## src/rtl/nibble_seq_pkg.sv

```systemverilog
// Shared types and constants for the nibble-serial add/sub sequencer.
// Imported by the sequencer and its datapath.
package nibble_seq_pkg;

  localparam int NIB_W = 4;

  localparam logic OP_ADD = 1'b0;
  localparam logic OP_SUB = 1'b1;

  typedef enum logic [1:0] {
    IDLE,
    RUN,
    DONE
  } state_e;

endpackage

```

## src/rtl/reversible_4bit_adder.sv

```systemverilog
// 4-bit ripple adder built from Peres-style sum/carry stages.
// The ancilla input is XORed into the carry-out and must be 0 for a plain add.
module reversible_4bit_adder
  import nibble_seq_pkg::*;
(
  input  logic [NIB_W-1:0] a,
  input  logic [NIB_W-1:0] b,
  input  logic             cin,
  input  logic             anc,
  output logic [NIB_W-1:0] sum,
  output logic             cout
);

  logic [NIB_W:0] c;

  // Ripple the carry through one Peres stage per bit.
  always_comb begin
    c    = '0;
    sum  = '0;
    c[0] = cin;
    for (int i = 0; i < NIB_W; i++) begin
      sum[i]   = a[i] ^ b[i] ^ c[i];
      c[i+1]   = (a[i] & b[i]) ^ (c[i] & (a[i] ^ b[i]));
    end
  end

  assign cout = c[NIB_W] ^ anc;

endmodule

```

## src/rtl/nibble_add_sequencer.sv

```systemverilog
// Multi-cycle W-bit add/sub that reuses one 4-bit adder per nibble,
// LSB nibble first, with the carry held in a register between nibbles.
module nibble_add_sequencer
  import nibble_seq_pkg::*;
#(
  parameter int NIBBLES = 4
) (
  input  logic                     clk,
  input  logic                     rst,
  input  logic                     in_valid,
  output logic                     in_ready,
  input  logic [NIB_W*NIBBLES-1:0] in_a,
  input  logic [NIB_W*NIBBLES-1:0] in_b,
  input  logic                     in_cin,
  input  logic                     in_op,
  output logic                     out_valid,
  input  logic                     out_ready,
  output logic [NIB_W*NIBBLES-1:0] out_sum,
  output logic                     out_cout,
  output logic                     out_ovf
);

  localparam int W  = NIB_W * NIBBLES;
  localparam int IW = (NIBBLES > 1) ? $clog2(NIBBLES) : 1;
  localparam logic [IW-1:0] LAST = IW'(NIBBLES - 1);

  state_e        state_q, state_d;
  logic [IW-1:0] idx_q, idx_d;
  logic          carry_q, carry_d;
  logic [W-1:0]  a_q, a_d;
  logic [W-1:0]  b_q, b_d;
  logic [W-1:0]  sum_q, sum_d;
  logic          in_ready_q, in_ready_d;
  logic          out_valid_q, out_valid_d;

  int unsigned      base;
  logic [NIB_W-1:0] nib_a;
  logic [NIB_W-1:0] nib_b;
  logic [NIB_W-1:0] nib_s;
  logic             nib_c;

  assign base  = NIB_W * 32'(idx_q);
  assign nib_a = a_q[base +: NIB_W];
  assign nib_b = b_q[base +: NIB_W];

  reversible_4bit_adder u_add (
    .a    (nib_a),
    .b    (nib_b),
    .cin  (carry_q),
    .anc  (1'b0),
    .sum  (nib_s),
    .cout (nib_c)
  );

  // Next-state logic: accept in IDLE, one nibble per RUN cycle, hold in DONE.
  always_comb begin
    state_d     = state_q;
    idx_d       = idx_q;
    carry_d     = carry_q;
    a_d         = a_q;
    b_d         = b_q;
    sum_d       = sum_q;
    in_ready_d  = in_ready_q;
    out_valid_d = out_valid_q;
    unique case (state_q)
      IDLE: begin
        if (in_valid && in_ready_q) begin
          a_d        = in_a;
          b_d        = (in_op == OP_SUB) ? ~in_b : in_b;
          carry_d    = (in_op == OP_SUB) ? 1'b1 : in_cin;
          idx_d      = '0;
          state_d    = RUN;
          in_ready_d = 1'b0;
        end
      end
      RUN: begin
        sum_d[base +: NIB_W] = nib_s;
        carry_d              = nib_c;
        if (idx_q == LAST) begin
          state_d     = DONE;
          out_valid_d = 1'b1;
        end else begin
          idx_d = idx_q + IW'(1);
        end
      end
      DONE: begin
        if (out_ready) begin
          state_d     = IDLE;
          out_valid_d = 1'b0;
          in_ready_d  = 1'b1;
        end
      end
      default: begin
        state_d     = IDLE;
        in_ready_d  = 1'b1;
        out_valid_d = 1'b0;
      end
    endcase
  end

  // State and datapath registers; reset wins over any handshake.
  always_ff @(posedge clk) begin
    if (rst) begin
      state_q     <= IDLE;
      idx_q       <= '0;
      carry_q     <= 1'b0;
      a_q         <= '0;
      b_q         <= '0;
      sum_q       <= '0;
      in_ready_q  <= 1'b1;
      out_valid_q <= 1'b0;
    end else begin
      state_q     <= state_d;
      idx_q       <= idx_d;
      carry_q     <= carry_d;
      a_q         <= a_d;
      b_q         <= b_d;
      sum_q       <= sum_d;
      in_ready_q  <= in_ready_d;
      out_valid_q <= out_valid_d;
    end
  end

  assign in_ready  = in_ready_q;
  assign out_valid = out_valid_q;
  assign out_sum   = sum_q;
  assign out_cout  = carry_q;
  assign out_ovf   = (a_q[W-1] == b_q[W-1]) && (sum_q[W-1] != a_q[W-1]);

endmodule

```

## config.mk

```make
export PLATFORM = sky130hd
export DESIGN_NAME = nibble_add_sequencer
export DESIGN_NICKNAME = d
export VERILOG_FILES = /design/src/rtl/nibble_seq_pkg.sv /design/src/rtl/reversible_4bit_adder.sv /design/src/rtl/nibble_add_sequencer.sv
export SDC_FILE = /design/constraint.sdc
export NUM_CORES = 1
export LEC_CHECK = 0
export CAP_MARGIN = 20
export CORE_ASPECT_RATIO = 0.6
export CORE_MARGIN = 2
export CORE_UTILIZATION = 50
export CTS_CLUSTER_SIZE = 30
export DETAILED_ROUTE_END_ITERATION = 16
export PLACE_DENSITY_LB_ADDON = 0.08
export SLEW_MARGIN = 20
export SYNTH_ARGS = -nofsm -noshare
export SYNTH_HDL_FRONTEND = slang
export SYNTH_SLANG_ARGS = --single-unit
export TNS_END_PERCENT = 1
```

## constraint.sdc

```tcl
create_clock -name clk -period 3.44 [get_ports clk]
set_input_delay 1.032 -clock clk [delete_from_list [all_inputs] [get_ports clk]]
set_output_delay 1.032 -clock clk [all_outputs]
set_load 0.02 [all_outputs]
```

==> results of run 1 <==
## sequential cells by signal, indices dropped and copies added (netlist names)
| register | count |
|---|---|
| idx_q | 2 |
| out_sum | 16 |
| b_q | 16 |
| out_valid | 1 |
| out_cout | 1 |
| a_q | 16 |
| in_ready | 1 |
| state_q | 2 |
## cell usage after synthesis, drive strengths merged, types with 2 or more instances
| library cell | instances |
|---|---|
| nand2 | 50 |
| and3b | 4 |
| nand3b | 9 |
| a21oi | 34 |
| dfxtp | 55 |
| nor3b | 3 |
| clkbuf | 8 |
| ha | 6 |
| inv | 10 |
| xnor2 | 16 |
| nand2b | 6 |
| o32ai | 3 |
| or4 | 2 |
| nand4 | 4 |
| buf | 13 |
| mux4 | 8 |
| nor2 | 18 |
| o21ai | 2 |
| nand3 | 6 |
| a211oi | 16 |
| fa | 4 |
## per-layer routing
| layer | vias to the layer above | global-route usage | wire (µm) |
|---|---|---|---|
| li1 | 1088 | - | - |
| met1 | 987 | 0.315 | 3050 |
| met2 | 59 | 0.293 | 2440 |
| met3 | 4 | 0.0611 | 319 |
| met4 | 0 | 0.0646 | 64 |
| met5 | - | 0 | 0 |
## cells by family (layout without fill, tap and decap cells)
group,Yosys count,in the layout,share of synthesized area
xor gates and xnor gates,16,16,0.0521
DFF,55,55,0.410
muxes,8,8,0.0684
adders and majority gates,10,10,0.0577
AOI/OAI and AO/OA,59,59,0.153
and+or+nand+nor,107,107,0.202
buffers and inverters,31,83,0.0577
## power by group
group / total (µW) / switching, µW / internal, µW
Clock: 344 / 200 / 144
Combinational: 292 / 147 / 145
Sequential: 707 / 30.7 / 676
## critical path, delay by kind of cell (launching register included)
family / cells / cell delay (ns)
simple gates: 1 / 0.52
buf+inv: 2 / 0.26
fa+ha+maj: 3 / 1.02
flops: 1 / 0.38
compound gates: 1 / 0.15
mux: 1 / 0.52
## final cells by class
class	instances	area, µm²	share of cell area
inverter	10	37.5	0.0112
sequential	55	1100	0.328
timing repair buffer	65	626	0.186
tap	66	82.6	0.0246
multi-input combinational	200	1430	0.426
clock buffer	7	76.3	0.0227
clock inverter	1	5.00	0.00149
## how the worst min path moves through the flow
stage,endpoint,slack [ns]
CTS,out_sum[8],0.46
global route,out_sum[10],0.48
detailed placement,out_sum[8],0.45
floorplan,a_q[5],0.43
global placement,out_sum[8],0.44
finish,out_sum[8],0.46
## per-stage QoR
step	utilization	area, µm²	instances	worst slack, ns
floorplan	-	2690	286	0.512
global placement	0.639	3280	396	0.613
detailed placement	0.639	3280	396	0.554
CTS	0.655	3360	404	0.531
global route	0.655	3360	404	0.394
finish	0.655	3360	404	0.532
==> results.py, run 1 <==
metrics = {
    "sta": {
        "hold_ws_ns": 0.456,
        "hold_viol_final": 0,
        "period_minus_slack_ns": 2.91,
        "finalSetupTns_ns": 0,
        "setup_viol": 0,
        "tightest_slew_ns": 0.440,
        "drv_slew": 0,
        "max-slew-margin-rel": 0.706,
        "finClkSkew_ns": 0.00590,
        "rsz0062_at_grt": "no",
        "fin_crit_sh": 0.845,
        "fmax_ghz": 0.344,
    },
    "synthesis": {
        "synth_nets": 334,
        "ys_seq_area_frac": 0.410,
        "synth_cells": 286,
        "ys_ff_latch": 55,
        "synth-edff-count": 0,
        "synth.top_cells.by_area": "dfxtp_1 (41%), nand2_1 (7.0%), a21oi_1 (6.3%), mux4_2 (5.9%), xnor2_1 (5.2%)",
        "async_reset_ff_frac": 0,
        "synthesis.area_um2": 2690,
        "postSynthAreaPerCell_um2": 9.40,
        "synth-main-ff-cell": "dfxtp_1",
        "synth_cell_types": 37,
        "post-synth-top-area-fraction": 0.410,
        "yosys_warnings": 0,
        "synth_top_area_cell": "dfxtp_1",
    },
    "final_layout": {
        "num-fill-cells": 462,
        "antenna_cells": 0,
        "nets": 385,
        "layout_common_cells": "clkdlybuf4s50_1 (56), dfxtp_1 (55), nand2_1 (50), a21oi_1 (34), nor2_1 (18)",
        "area_growth_pct": 25.0,
        "drive_gt1_frac": 0.109,
        "final_common_cell": "clkdlybuf4s50_1",
    },
    "routing": {
        "drtIter0Drc": 58,
        "wl_um": 5870,
        "avgViaCountPerCell": 5.29,
        "drc": 0,
        "ant_nets": 0,
        "wl_per_cell_um": 14.5,
        "first_pass_iters": 4,
        "num_vias": 2138,
    },
    "critical_path": {
        "crit_top_cell": "fa_1",
        "crit_required_ns": 3.67,
        "critPathMaxFanout": 5,
        "cpPeakStageDelay_ns": 0.52,
        "crit_end": "out_sum[6]",
        "r2r-end": "out_sum[6]",
        "critPathSlowestCell": "mux4_2",
        "r2r_slack_ns": 0.53,
        "crit_path_cell_trace": "buf_4, mux4_2, fa_1, inv_1, fa_1, fa_1, or4_1, a21oi_1",
        "rr_worst_depth": 8,
        "path_class": "reg2reg",
        "worstSetupStartpoint": "idx_q[0]",
        "cp.arrival_ns": 3.14,
        "crit_path_end_kind": "register",
        "setup.worst_path.start_class": "register",
        "reg2reg_from": "idx_q[0]",
    },
    "clocking": {
        "post_cts_resized": 0,
        "htree_num_levels": 2,
        "cts-hold-fix-buffers": 0,
        "clock_sinks": 55,
        "cts_tree": "yes",
        "clkTransAtPathRegs_ns": 0.09,
        "cts_setup_buffers": 0,
        "cts_max_path_buffers": 2,
        "insertion_delay_ns": 0.30,
        "cts_buffers": 5,
        "clockRootBuffer": "clkbuf_8",
    },
    "power": {
        "peakVddDrop_uv": 213,
        "p_per_area_nw_per_um2": 400,
        "p_leak_uw": 0.00115,
        "p_total_uw": 1340,
    },
    "grt": {
        "antenna_found_initial": 0,
        "grt_pass1_wl_um": 9810,
        "grt_pass1_vias": 1993,
        "overflow": 0,
        "grt_max_degree": 35,
        "grt_util_all_layers": 0.210,
    },
    "flow_run": {
        "maxCapViolCount": 0,
    },
    "floorplan": {
        "start_util": 0.524,
        "io_pins": 58,
        "die_w_um": 98.7,
        "num_rows": 20,
        "die_y_um": 60.8,
        "design.core.area_um2": 5130,
        "dieArea_um2": 6000,
    },
    "min_path": {
        "hold_path.class": "reg2reg",
        "hold_start": "out_sum[8]",
        "min_path_cells": 2,
    },
    "placement": {
        "hpwl_um": 4410,
        "port_buffers": 57,
        "place.gp.congestion": 0.788,
    },
    "outcome": {
        "status": "finished, final reports clean",
    },
}
Note: power is estimated with default switching activity, not from simulation.
==> inputs of run 2 (changes only) <==
Settings changed: CORE_UTILIZATION 50 to 46.
Clock period 3.44 ns to 2.3 ns, I/O delays scaled along.
==> results.py, run 2 (synthesis results as in run 1) <==
metrics = {
    "critical_path": {
        "crit_path_end_kind": "register",
        "setup.worst_path.start_class": "register",
        "cp.arrival_ns": 2.88,
        "r2r_slack_ns": -0.33,
        "reg2reg_from": "idx_q[0]",
        "path_class": "reg2reg",
        "r2r-end": "out_sum[6]",
        "crit_required_ns": 2.55,
        "worstSetupStartpoint": "idx_q[0]",
        "critPathMaxFanout": 4,
        "rr_worst_depth": 7,
    },
    "routing": {
        "route.met3.wl_um": 313,
        "wl_met2_um": 2530,
        "wl_per_cell_um": 14.7,
        "first_pass_iters": 4,
        "topRoutingLayerUsed": "met4",
        "drc": 0,
        "ant_nets": 0,
        "num_vias": 2179,
        "wl_um": 6220,
        "avgViaCountPerCell": 5.14,
        "wl_met1_um": 3320,
        "drtIter0Drc": 83,
    },
    "final_layout": {
        "num-fill-cells": 509,
        "drive_gt1_frac": 0.157,
        "area_growth_pct": 29.5,
        "final_common_cell": "clkdlybuf4s50_1",
        "fin_cells": 424,
        "antenna_cells": 0,
        "layout_common_cells": "clkdlybuf4s50_1 (55), dfxtp_1 (54), nand2_1 (50), a21oi_1 (33), nor2_1 (18)",
        "design_area_um2": 3480,
        "nets": 391,
    },
    "sta": {
        "hold_viol_final": 0,
        "setup_viol": 10,
        "period_minus_slack_ns": 2.63,
        "drv_slew": 0,
        "max-slew-margin-rel": 0.695,
        "rsz0062_at_grt": "yes",
        "tightest_slew_ns": 0.457,
        "fin_crit_sh": 1.14,
        "fmax_ghz": 0.380,
        "setup_ws_ns": -0.333,
        "hold_ws_ns": 0.456,
        "finClkSkew_ns": 0.00709,
    },
    "clocking": {
        "clkTransAtPathRegs_ns": 0.09,
        "cts_tree": "yes",
        "clock_sinks": 55,
        "clockRootBuffer": "clkbuf_8",
        "cts_setup_buffers": 0,
        "cts_max_path_buffers": 2,
        "insertion_delay_ns": 0.30,
        "cts-hold-fix-buffers": 0,
        "cts_buffers": 5,
        "htree_num_levels": 2,
    },
    "floorplan": {
        "io_pins": 58,
        "num_rows": 21,
        "design.core.area_um2": 5600,
        "dieArea_um2": 6490,
        "die_y_um": 63.2,
        "die_w_um": 103,
        "start_util": 0.480,
    },
    "min_path": {
        "min_path_cells": 2,
        "min_to": "out_sum[8]",
        "hold_path.class": "reg2reg",
        "hold_start": "out_sum[8]",
    },
    "grt": {
        "grt_max_degree": 50,
        "antenna_found_initial": 0,
        "grt_pass1_wl_um": 10400,
        "overflow": 0,
        "grt_util_all_layers": 0.206,
        "grt_pass1_vias": 2097,
    },
    "outcome": {
        "violations": "setup timing",
        "status": "complete, but fails checks",
    },
    "power": {
        "p_per_area_nw_per_um2": 608,
        "peakVddDrop_uv": 254,
        "p_leak_uw": 0.00120,
    },
    "flow_run": {
        "maxCapViolCount": 0,
    },
    "placement": {
        "hpwl_um": 4630,
        "place.gp.congestion": 0.800,
        "port_buffers": 57,
        "placed_area_um2": 3360,
        "dpl.cell_count": 416,
    },
}
-- run 2: changes by cell type in the layout (fill, tap and decap cells not counted), sizes merged --
cell / change
clkinv: -1
clkbuf: +1
clkdlybuf4s50: -1
dlygate4sd2: +1
buf: +6
-- run 2: what timing repair did --
| item | CTS | global route |
|---|---|---|
| pin swaps | 6 | 6 |
| endpoints found under the setup margin | 13 | 13 |
| resized for setup | 4 | 5 |
-- run 2: report_power, final --
group	leakage [µW]	switching [µW]	internal (µW)
clock network	0.0000515	305	276
logic	0.000698	235	243
registers	0.000450	45.8	1010
-- run 2: cell type report --
cell class	instances	area, µm²	share of cell area
multi-input combinational	200	1450	0.417
clock buffer	8	100	0.0288
inverter	10	37.5	0.0108
tap	80	100	0.0288
timing repair buffer	71	686	0.197
sequential	55	1100	0.317
-- run 2: critical path, stage by stage (launching register included) --
cell,delay (ns)
dfxtp_4,0.38
mux4_2,0.52
fa_2,0.37
inv_2,0.06
fa_2,0.18
fa_2,0.45
or4_4,0.50
a21oi_2,0.12
-- run 2: stage by stage --
stage          setup WS [ns]  total power [µW]  setup TNS [ns]   util
3_5_place_dp          -0.357              1550           -2.61  0.600
2_1_floorplan         -0.529              1370           -3.77      -
6_report              -0.333              2120           -2.29  0.622
3_3_place_gp          -0.297              1540           -2.13  0.600
5_1_grt               -0.421              2220           -3.38  0.622
4_1_cts               -0.339              2110           -2.45  0.619
-- run 2: routing by layer --
| metal | vias up | global-route usage |
|---|---|---|
| li1 | 1106 | - |
| met3 | 5 | 0.0455 |
| met4 | 0 | 0.0667 |
| met1 | 1014 | 0.309 |
| met5 | - | 0 |
| met2 | 54 | 0.292 |
-- run 2: how the worst max path moves through the flow --
| stage | slack (ns) | cells after the start | end |
|---|---|---|---|
| floorplan | -0.53 | 9 | out_sum[6] |
| global placement | -0.30 | 9 | out_sum[7] |
| detailed placement | -0.36 | 9 | out_sum[7] |
| CTS | -0.34 | 7 | out_sum[6] |
| global route | -0.42 | 9 | out_sum[7] |
| finish | -0.33 | 7 | out_sum[6] |
==> inputs of run 3 (changes only) <==
--- a/config.mk
+++ b/config.mk
@@ -10,5 +10,7 @@
 export CORE_MARGIN = 2
-export CORE_UTILIZATION = 46
+export CORE_UTILIZATION = 47
+export CTS_BUF_LIST = sky130_fd_sc_hd__clkbuf_4 sky130_fd_sc_hd__clkbuf_8
 export CTS_CLUSTER_SIZE = 30
 export DETAILED_ROUTE_END_ITERATION = 16
+export MAX_ROUTING_LAYER = met4
 export PLACE_DENSITY_LB_ADDON = 0.08
==> constraint.sdc (replaced) <==
create_clock -name clk -period 2.3 [get_ports clk]
set_input_delay 0.345 -clock clk [delete_from_list [all_inputs] [get_ports clk]]
set_output_delay 0.345 -clock clk [all_outputs]
set_load 0.02 [all_outputs]
==> results.py, run 3 (synthesis results as in run 1) <==
metrics = {
    "final_layout": {
        "multi_input_area_um2": 1450,
        "nets": 392,
        "fin_cells": 425,
        "drive_gt1_frac": 0.154,
        "final_common_cell": "clkdlybuf4s50_1",
        "layout_common_cells": "clkdlybuf4s50_1 (56), dfxtp_1 (54), nand2_1 (50), a21oi_1 (33), nor2_1 (18)",
        "seqCellArea_um2": 1100,
        "num-fill-cells": 475,
        "area_growth_pct": 31.0,
        "antenna_cells": 0,
    },
    "grt": {
        "grt.met2_usage": 0.278,
        "grt_max_degree": 50,
        "use_met3": 0.0470,
        "overflow": 0,
        "antenna_found_initial": 0,
        "use_met1": 0.310,
        "grt_pass1_vias": 2008,
        "busiest_layer": "met1",
        "grt_pass1_wl_um": 9930,
        "grt_util_all_layers": 0.205,
    },
    "routing": {
        "wl_um": 6030,
        "wl_per_cell_um": 14.2,
        "drc": 0,
        "ant_nets": 0,
        "num_vias": 2155,
        "drtIter0Drc": 93,
        "avgViaCountPerCell": 5.07,
        "first_pass_iters": 4,
    },
    "min_path": {
        "hold_start": "rst",
        "hold_path.class": "in2reg",
        "min_to": "in_ready",
        "min_path_cells": 3,
    },
    "clocking": {
        "cts_tree": "yes",
        "htree_num_levels": 2,
        "clkTransAtPathRegs_ns": 0.10,
        "clock_sinks": 55,
        "cts_buffers": 5,
        "cts-hold-fix-buffers": 0,
        "clockRootBuffer": "clkbuf_8",
        "cts_max_path_buffers": 2,
        "insertion_delay_ns": 0.31,
    },
    "critical_path": {
        "path_class": "reg2reg",
        "reg2reg_from": "idx_q[0]",
        "cp.arrival_ns": 2.89,
        "crit_required_ns": 2.55,
        "critPathMaxFanout": 4,
        "crit_top_cell": "fa_2",
        "rr_worst_depth": 7,
        "r2r-end": "out_sum[6]",
        "crit_path_end_kind": "register",
        "r2r_slack_ns": -0.34,
        "setup.worst_path.start_class": "register",
        "cpPeakStageDelay_ns": 0.52,
        "crit_family": "adder cells",
        "crit_buf_inv": 1,
        "critPathSlowestCell": "mux4_2",
        "crit_path_cell_trace": "mux4_2, fa_2, inv_2, fa_2, fa_1, or4_1, a21oi_1",
    },
    "floorplan": {
        "design.core.area_um2": 5540,
        "num_rows": 21,
        "die_w_um": 102,
        "die_y_um": 62.6,
        "dieArea_um2": 6360,
        "start_util": 0.485,
        "io_pins": 58,
    },
    "sta": {
        "setup_viol": 10,
        "fmax_ghz": 0.378,
        "finClkSkew_ns": 0.0103,
        "hold_viol_final": 0,
        "max-slew-margin-rel": 0.674,
        "fin_crit_sh": 1.15,
        "drv_slew": 0,
        "tightest_slew_ns": 0.488,
        "finalSetupTns_ns": -2.27,
        "setup_ws_ns": -0.345,
        "rsz0062_at_grt": "yes",
        "period_minus_slack_ns": 2.64,
    },
    "flow_run": {
        "maxCapViolCount": 0,
    },
    "placement": {
        "hpwl_um": 4450,
        "port_buffers": 57,
        "place.gp.congestion": 0.823,
        "dpl.cell_count": 417,
    },
    "outcome": {
        "status": "complete, but fails checks",
        "violations": "setup timing",
    },
    "power": {
        "p_per_area_nw_per_um2": 651,
        "peakVddDrop_uv": 333,
        "p_leak_uw": 0.00122,
    },
}
-- run 3: changes by cell type in the layout (fill, tap and decap cells not counted), sizes merged --
cell and delta:
bufinv +2, clkbuf -2, buf +1, clkdlybuf4s50 +1
dlygate4sd2 -1
-- run 3: routing by layer --
layer  part of all wire  vias up
met5                  0        -
met3              0.058        4
met4             0.0056        0
met2               0.39       53
met1               0.55      993
li1                   -     1105
-- run 3: cell type report --
type                            count  area share
Sequential cell                    55       0.314
Clock buffer                        6      0.0217
Timing Repair Buffer               72       0.197
Inverter                           10      0.0107
Tap cell                           80      0.0284
Multi-Input combinational cell    200       0.411
Clock inverter                      2      0.0171
-- run 3: metrics by stage --
step / worst slack, ns / area [µm²] / total power (µW) / util / hold slack [ns]
6_report: -0.345 / 3520 / 2290 / 0.635 / 0.425
5_1_grt: -0.449 / 3520 / 2390 / 0.635 / 0.457
4_1_cts: -0.367 / 3510 / 2300 / 0.633 / 0.417
3_5_place_dp: -0.338 / 3370 / 1540 / 0.607 / 0.445
3_3_place_gp: -0.275 / 3370 / 1540 / 0.607 / 0.439
2_1_floorplan: -0.529 / 2700 / 1370 / - / 0.432
-- run 3: worst min-delay path, stage by stage --
cell and delay, ns:
buf_2 0.10, inv_1 0.14, o21ai_0 0.12
-- run 3: timing repair --
| action | 4_1_cts | 5_1_grt |
|---|---|---|
| resized for setup | 3 | 3 |
| setup buffers | 0 | 0 |
| setup endpoints to repair | 12 | 13 |
| pin swaps | 6 | 2 |
-- run 3: power by group --
group	internal, µW	total (µW)	switching, µW	leakage (µW)
clock network	447	762	315	0.0000688
logic	244	478	234	0.000700
registers	1010	1050	39.3	0.000450
total	1700	2290	588	0.00122
-- run 3: how the worst max path moves through the flow --
stage	start	slack [ns]	cells past startpoint	to
after floorplan	idx_q[0]	-0.53	9	out_sum[6]
after global placement	idx_q[0]	-0.28	7	out_sum[6]
after detailed placement	idx_q[0]	-0.34	9	out_sum[11]
after CTS	idx_q[0]	-0.37	7	out_sum[6]
after global routing	idx_q[0]	-0.45	9	out_sum[7]
final	idx_q[0]	-0.34	7	out_sum[6]
